### config.mk
export PLATFORM = sky130hd
export DESIGN_NAME = fsm16bit_decoder_flat
export DESIGN_NICKNAME = d
export VERILOG_FILES = /design/src/rtl/fsm16bit_pkg.sv /design/src/rtl/fsm16bit_decoder_if.sv /design/src/rtl/fsm16bit_classify.sv /design/src/rtl/fsm16bit_decoder.sv /design/src/flat_wrapper.sv
export SDC_FILE = /design/constraint.sdc
export NUM_CORES = 1
export LEC_CHECK = 0
export CORE_MARGIN = 4
export CORE_UTILIZATION = 50
export DETAILED_ROUTE_END_ITERATION = 7
export PLACE_DENSITY = 0.72
export SLEW_MARGIN = 10
export SYNTH_ARGS = -nofsm -noshare
export SYNTH_HDL_FRONTEND = slang
export SYNTH_SLANG_ARGS = --single-unit
### constraint.sdc
create_clock -name clock -period 5.9 [get_ports clock]
set_input_delay 1.18 -clock clock [delete_from_list [all_inputs] [get_ports clock]]
set_output_delay 1.18 -clock clock [all_outputs]
set_load 0.02 [all_outputs]
### src/rtl/fsm16bit_pkg.sv
// rtl/fsm16bit_pkg.sv - shared encodings and helpers for fsm16bit and its decoder
package fsm16bit_pkg;

    typedef enum logic [1:0] {
        ST_IDLE  = 2'd0,
        ST_TRACK = 2'd1,
        ST_ERROR = 2'd2
    } dec_state_t;

    localparam logic [15:0] SEED_DEFAULT = 16'h6453;

    // Largest add/sub amount the FSM can apply in one step (4-bit value).
    localparam logic [15:0] MAX_STEP = 16'd15;

    localparam logic MODE_ADDSUB = 1'b0;
    localparam logic MODE_ROTATE = 1'b1;

    localparam logic DIR_SUB = 1'b0;
    localparam logic DIR_ADD = 1'b1;
    localparam logic DIR_ROR = 1'b0;
    localparam logic DIR_ROL = 1'b1;

    function automatic logic [15:0] ror1(input logic [15:0] x);
        return {x[0], x[15:1]};
    endfunction

    function automatic logic [15:0] rol1(input logic [15:0] x);
        return {x[14:0], x[15]};
    endfunction

endpackage

### src/rtl/fsm16bit_decoder_if.sv
// rtl/fsm16bit_decoder_if.sv - sample input and decoded-operation output bundle
interface fsm16bit_decoder_if #(
    parameter int CNT_W = 8
);
    logic             in_valid;
    logic [15:0]      in_value;
    logic             resync;
    logic             op_valid;
    logic             op_load;
    logic             op_hold;
    logic             dec_mode;
    logic             dec_direction;
    logic [3:0]       dec_value;
    logic             op_error;
    logic [CNT_W-1:0] op_count;
    logic [1:0]       state;

    modport master (
        output in_valid, in_value, resync,
        input  op_valid, op_load, op_hold, dec_mode, dec_direction,
        input  dec_value, op_error, op_count, state
    );

    modport slave (
        input  in_valid, in_value, resync,
        output op_valid, op_load, op_hold, dec_mode, dec_direction,
        output dec_value, op_error, op_count, state
    );
endinterface

### src/rtl/fsm16bit_classify.sv
// rtl/fsm16bit_classify.sv - combinational classifier of one fsm16bit transition
module fsm16bit_classify
    import fsm16bit_pkg::*;
(
    input  logic [15:0] prev,
    input  logic [15:0] cur,
    output logic        legal,
    output logic        hold,
    output logic        mode,
    output logic        direction,
    output logic [3:0]  value
);

    logic [15:0] diff_up;
    logic [15:0] diff_dn;

    // Both differences wrap modulo 2^16, so FFFE -> 0001 is a small add.
    assign diff_up = cur - prev;
    assign diff_dn = prev - cur;

    // First match wins: hold, add, subtract, rotate right, rotate left.
    always_comb begin
        legal     = 1'b1;
        hold      = 1'b0;
        mode      = MODE_ADDSUB;
        direction = DIR_SUB;
        value     = 4'd0;
        if (cur == prev) begin
            hold = 1'b1;
        end else if (diff_up <= MAX_STEP) begin
            direction = DIR_ADD;
            value     = diff_up[3:0];
        end else if (diff_dn <= MAX_STEP) begin
            direction = DIR_SUB;
            value     = diff_dn[3:0];
        end else if (cur == ror1(prev)) begin
            mode      = MODE_ROTATE;
            direction = DIR_ROR;
        end else if (cur == rol1(prev)) begin
            mode      = MODE_ROTATE;
            direction = DIR_ROL;
        end else begin
            legal = 1'b0;
        end
    end

endmodule

### src/rtl/fsm16bit_decoder.sv
// rtl/fsm16bit_decoder.sv - recovers fsm16bit control settings from its output stream
module fsm16bit_decoder
    import fsm16bit_pkg::*;
#(
    parameter logic [15:0] SEED  = SEED_DEFAULT,
    parameter int          CNT_W = 8
)
(
    input  logic                clock,
    input  logic                reset,
    fsm16bit_decoder_if.slave   bus
);

    dec_state_t       state_q;
    dec_state_t       state_d;
    logic [15:0]      prev_q;
    logic             op_valid_q;
    logic             op_load_q;
    logic             op_hold_q;
    logic             mode_q;
    logic             dir_q;
    logic [3:0]       value_q;
    logic             error_q;
    logic [CNT_W-1:0] count_q;

    logic             cls_legal;
    logic             cls_hold;
    logic             cls_mode;
    logic             cls_dir;
    logic [3:0]       cls_value;

    logic             do_load;
    logic             do_op;
    logic             do_err;

    fsm16bit_classify u_classify (
        .prev      (prev_q),
        .cur       (bus.in_value),
        .legal     (cls_legal),
        .hold      (cls_hold),
        .mode      (cls_mode),
        .direction (cls_dir),
        .value     (cls_value)
    );

    // Next state and the per-sample action; resync overrides any sample.
    always_comb begin
        state_d = state_q;
        do_load = 1'b0;
        do_op   = 1'b0;
        do_err  = 1'b0;
        if (bus.resync) begin
            state_d = ST_IDLE;
        end else if (bus.in_valid) begin
            case (state_q)
                ST_IDLE: begin
                    if (bus.in_value == SEED) begin
                        do_load = 1'b1;
                        state_d = ST_TRACK;
                    end
                end
                ST_TRACK: begin
                    if (cls_legal) begin
                        do_op = 1'b1;
                    end else begin
                        do_err  = 1'b1;
                        state_d = ST_ERROR;
                    end
                end
                default: ;
            endcase
        end
    end

    // State register.
    always_ff @(posedge clock) begin
        if (reset) begin
            state_q <= ST_IDLE;
        end else begin
            state_q <= state_d;
        end
    end

    // Last-sample register, decoded-field registers, sticky error and op counter.
    always_ff @(posedge clock) begin
        if (reset) begin
            prev_q     <= 16'd0;
            op_valid_q <= 1'b0;
            op_load_q  <= 1'b0;
            op_hold_q  <= 1'b0;
            mode_q     <= 1'b0;
            dir_q      <= 1'b0;
            value_q    <= 4'd0;
            error_q    <= 1'b0;
            count_q    <= '0;
        end else begin
            op_valid_q <= do_load | do_op;
            if (do_load) begin
                prev_q    <= SEED;
                op_load_q <= 1'b1;
                op_hold_q <= 1'b0;
                mode_q    <= MODE_ADDSUB;
                dir_q     <= DIR_SUB;
                value_q   <= 4'd0;
            end
            if (do_op) begin
                prev_q    <= bus.in_value;
                op_load_q <= 1'b0;
                op_hold_q <= cls_hold;
                mode_q    <= cls_mode;
                dir_q     <= cls_dir;
                value_q   <= cls_value;
                if (!cls_hold) begin
                    count_q <= count_q + CNT_W'(1);
                end
            end
            if (do_err) begin
                error_q <= 1'b1;
            end
            if (bus.resync) begin
                error_q <= 1'b0;
                count_q <= '0;
            end
        end
    end

    assign bus.op_valid      = op_valid_q;
    assign bus.op_load       = op_load_q;
    assign bus.op_hold       = op_hold_q;
    assign bus.dec_mode      = mode_q;
    assign bus.dec_direction = dir_q;
    assign bus.dec_value     = value_q;
    assign bus.op_error      = error_q;
    assign bus.op_count      = count_q;
    assign bus.state         = state_q;

endmodule

### src/flat_wrapper.sv
// flat-port wrapper written by rule: the top's interface ports become plain ports
module fsm16bit_decoder_flat import fsm16bit_pkg::*;
#(
    parameter logic [15:0] SEED  = SEED_DEFAULT,
    parameter int          CNT_W = 8
)
  (clock, reset, bus_in_valid, bus_in_value, bus_resync, bus_op_valid, bus_op_load, bus_op_hold, bus_dec_mode, bus_dec_direction, bus_dec_value, bus_op_error, bus_op_count, bus_state);
  fsm16bit_decoder_if #(.CNT_W(CNT_W)) bus_i ();
  input  logic clock;
  input  logic reset;
  input wire logic [$bits(bus_i.in_valid)-1:0] bus_in_valid;
  input wire logic [$bits(bus_i.in_value)-1:0] bus_in_value;
  input wire logic [$bits(bus_i.resync)-1:0] bus_resync;
  output wire logic [$bits(bus_i.op_valid)-1:0] bus_op_valid;
  output wire logic [$bits(bus_i.op_load)-1:0] bus_op_load;
  output wire logic [$bits(bus_i.op_hold)-1:0] bus_op_hold;
  output wire logic [$bits(bus_i.dec_mode)-1:0] bus_dec_mode;
  output wire logic [$bits(bus_i.dec_direction)-1:0] bus_dec_direction;
  output wire logic [$bits(bus_i.dec_value)-1:0] bus_dec_value;
  output wire logic [$bits(bus_i.op_error)-1:0] bus_op_error;
  output wire logic [$bits(bus_i.op_count)-1:0] bus_op_count;
  output wire logic [$bits(bus_i.state)-1:0] bus_state;
  assign bus_i.in_valid = bus_in_valid;
  assign bus_i.in_value = bus_in_value;
  assign bus_i.resync = bus_resync;
  assign bus_op_valid = bus_i.op_valid;
  assign bus_op_load = bus_i.op_load;
  assign bus_op_hold = bus_i.op_hold;
  assign bus_dec_mode = bus_i.dec_mode;
  assign bus_dec_direction = bus_i.dec_direction;
  assign bus_dec_value = bus_i.dec_value;
  assign bus_op_error = bus_i.op_error;
  assign bus_op_count = bus_i.op_count;
  assign bus_state = bus_i.state;
  fsm16bit_decoder #(.SEED(SEED), .CNT_W(CNT_W)) u_core (.clock(clock), .reset(reset), .bus(bus_i));
endmodule
==> results.txt <==
via count -> 4058
CTS H-tree lvls -> 2
average size of a mapped cell -> 7.85 µm²
Max FO, Critical Path -> 12
#FFs+latches synth -> 36
number of flops mapped to enable cells by yosys -> 0
critical path data required time -> 6090 ps
setup tns final -> 0 ps
worst min path class -> flip-flop to flip-flop
Clock Latency Late Sink -> 290 ps
PwrDens -> 131 nW/µm²
clock root cell -> clkbuf_8
Finish-stage setup viols -> 0
Post-Syn Instances -> 500
most common cell after layout, fill and taps aside -> clkdlybuf4s50_1
fraction of final layout cells sized beyond drive strength 1 -> 5.50%
status -> completed
Synth Area in XOR/XNOR -> 9.82%
worst path arrival time -> 5340 ps
GRT overflow -> 0
Slew HR -> 58.8%
Total Routed Length -> 11.7 mm
mux cell area share after synthesis -> 2.07%
Primary FF master, synth -> dfxtp_1
CTS sink cnt -> 36
DR pass1 iterations -> 5
Lkg Pwr -> 1.74 nW
CP Launch Type -> input port
die area -> 9330 µm²
1st-iter DRT viols -> 405
post-synthesis sequential area ratio -> 18.4%
fin crit share -> 87.2%
input/output buffers -> 39
vias in the first global route -> 3859
Comb power frac -> 25.2%
Async S/R FF share, synth -> 0%
num rows -> 32
largest net degree at the start of global routing -> 37
chip height -> 96.6 µm
CTS Hold Bufs -> 0
initial antenna violation count -> 0
Net Count, Synth -> 553
pins over their slew limit -> 0
drt wl/cell -> 18.6 µm
Synth Cell Area -> 3930 µm²
Synth Area in Simple Gates -> 24.1%
post-cts repair resize count -> 0
internal power -> 0.000395 W
Worst R2R Setup Slack -> 1810 ps
die width -> 96.6 µm
most frequent cells in the layout -> clkdlybuf4s50_1, a21oi_1, dfxtp_1
Nets -> 579
Final Critical Period -> 5150 ps
Switching Fraction -> 32.1%
# Post-CTS Setup Buffers -> 0
Num CTS Buffers -> 5
largest family of logic cells by synthesized area -> compound AO/OA/AOI/OAI gates
diode count -> 0
gp weighted congestion -> 1.02
part of the power in registers -> 41.7%
kind of end point of the critical path -> flip-flop
Net Switching -> 0.000187 W
Layout area overhead -> 13.4%
Core Box Area -> 7690 µm²
Post-DRT Antenna Nets -> 0
compound-gate portion of the synthesized area -> 28.1%
Yosys warnings -> 0
DRC errors left -> 0
number of vias per cell -> 6.45
Top Ports -> 40
Highest Clock Rate -> 194 MHz
Setup Skew -> 7.12 ps
post-synthesis adder-cell area fraction -> 10.9%
global-route wire length before repair -> 19.1 mm
HPWL Detailed -> 9.15 mm
Peak VDD IR -> 0.144 mV
unrepaired setup endpoints after global routing -> false
CTS tree -> done
CTS max path bufs -> 2
Initial Utilization -> 51.1%
final hold slack -> 474 ps
Slew @ Worst Pin -> 618 ps
Clock Pin Slew Worst Setup and Hold Paths -> 80 ps
clock power share -> 33.0%
aggregate global-route resource usage -> 24.4%
max-cap violations -> 0
hold violation total from the final report -> 0
number of distinct library cells after synthesis -> 69
Setup Crit Path Kind -> input port to flip-flop
-- layout make-up --
class / count / area, µm²
multi-input combinational: 404 / 2950
clock buffer: 7 / 86.3
tap: 102 / 128
fill: 713 / 3240
timing repair buffer: 44 / 428
inverter: 35 / 131
clock inverter: 1 / 7.51
sequential: 36 / 721
-- cell families after synthesis --
group,after synthesis
XOR/XNOR,44
flip-flops,36
AND/OR/NAND/NOR,168
buffers and inverters,60
AO/OA/AOI/OAI,151
multiplexers,8
adder cells (fa/ha/maj),33
-- Yosys cell counts, drive strengths merged (2+ instances only) --
cell     number  area, µm²
o21ai        19       95.1
nand2b        3       18.8
nor3         18       90.1
a311oi        2       17.5
clkbuf       10       37.5
inv          35        131
nor2         26       97.6
or3           3       18.8
nor4         11       68.8
ha           31        388
and3          7       43.8
buf          15       92.6
a21oi        40        208
and3b         2       17.5
and4          5       43.8
o21bai        6       45.0
or4           2       15.0
and2          5       31.3
nand3        12       60.1
nand4        19        119
nand3b       14        105
a31o          2       17.5
fa            2       40.0
o21a          2       15.0
xnor2        22        193
nand2        29        109
o2bb2ai       4       35.0
a211oi       16        153
a22o          2       17.5
a31oi        11       83.8
o211ai        5       37.5
a41o          3       30.0
a211o         3       26.3
mux2i         7       70.1
xor2         22        193
or3b          2       17.5
dfxtp        36        721
a21o         15        113
nor2b         5       31.3
a2111oi       3       46.3
o41ai         8       70.1
-- layer usage --
layer | GRT usage [%] | vias to the layer above | routed length (µm)
met2 | 35.8 | 200 | 5100
met4 | 9.72 | 0 | 434
met3 | 3.75 | 40 | 838
met1 | 35.6 | 1901 | 5340
met5 | 0 | - | 0
li1 | - | 1917 | -
-- critical path, cell delays in order --
cell and delay [ps]:
clkdlybuf4s50_1 510, inv_1 170, ha_1 180, inv_1 60
fa_1 440, a211oi_4 340, o21ai_1 150, a21oi_1 380
o22ai_1 140, a2111oi_1 480, nand4b_4 300, o221ai_2 600
a31oi_1 170, a41o_1 230
-- worst paths after layout --
kind,start,end,depth (start not counted)
worst max-delay path,bus_in_value[0],u_core.bus.op_count[5]$_SDFFE_PP0P_,14
worst min-delay path,u_core.bus.dec_value[0]$_SDFFE_PP0P_,u_core.bus.dec_value[0]$_SDFFE_PP0P_,1
worst max register to register,u_core.prev_q[0]$_SDFFE_PP0P_,u_core.bus.op_count[5]$_SDFFE_PP0P_,12
worst min register to register,u_core.bus.dec_value[0]$_SDFFE_PP0P_,u_core.bus.dec_value[0]$_SDFFE_PP0P_,1
-- power groups by stage --
stage,Combinational (W),Sequential (W),Clock [W]
floorplan,0.0000969,0.000248,0
global placement,0.000141,0.000248,0
detailed placement,0.000142,0.000248,0
CTS,0.000143,0.000243,0.000195
global route,0.000159,0.000243,0.000207
finish,0.000147,0.000243,0.000192
-- per-stage QoR --
stage	util, %	power (W)	std cells	worst slack, ps	area (µm²)
after floorplan	-	0.000345	500	1630	3930
after global placement	56.7	0.000390	621	685	4360
after detailed placement	56.7	0.000391	621	546	4360
after CTS	57.9	0.000581	629	848	4450
after global routing	57.9	0.000608	629	401	4450
final	57.9	0.000582	629	754	4450
-- state kept, by name, summed over array words and instances (netlist names) --
| name | cells |
|---|---|
| u_core.bus.dec_direction | 1 |
| u_core.bus.dec_mode | 1 |
| u_core.bus.dec_value | 4 |
| u_core.bus.op_count | 8 |
| u_core.bus.op_error | 1 |
| u_core.bus.op_hold | 1 |
| u_core.bus.op_load | 1 |
| u_core.bus.op_valid | 1 |
| u_core.bus.state | 2 |
| u_core.prev_q | 16 |
(Power assumes the default switching activity.)
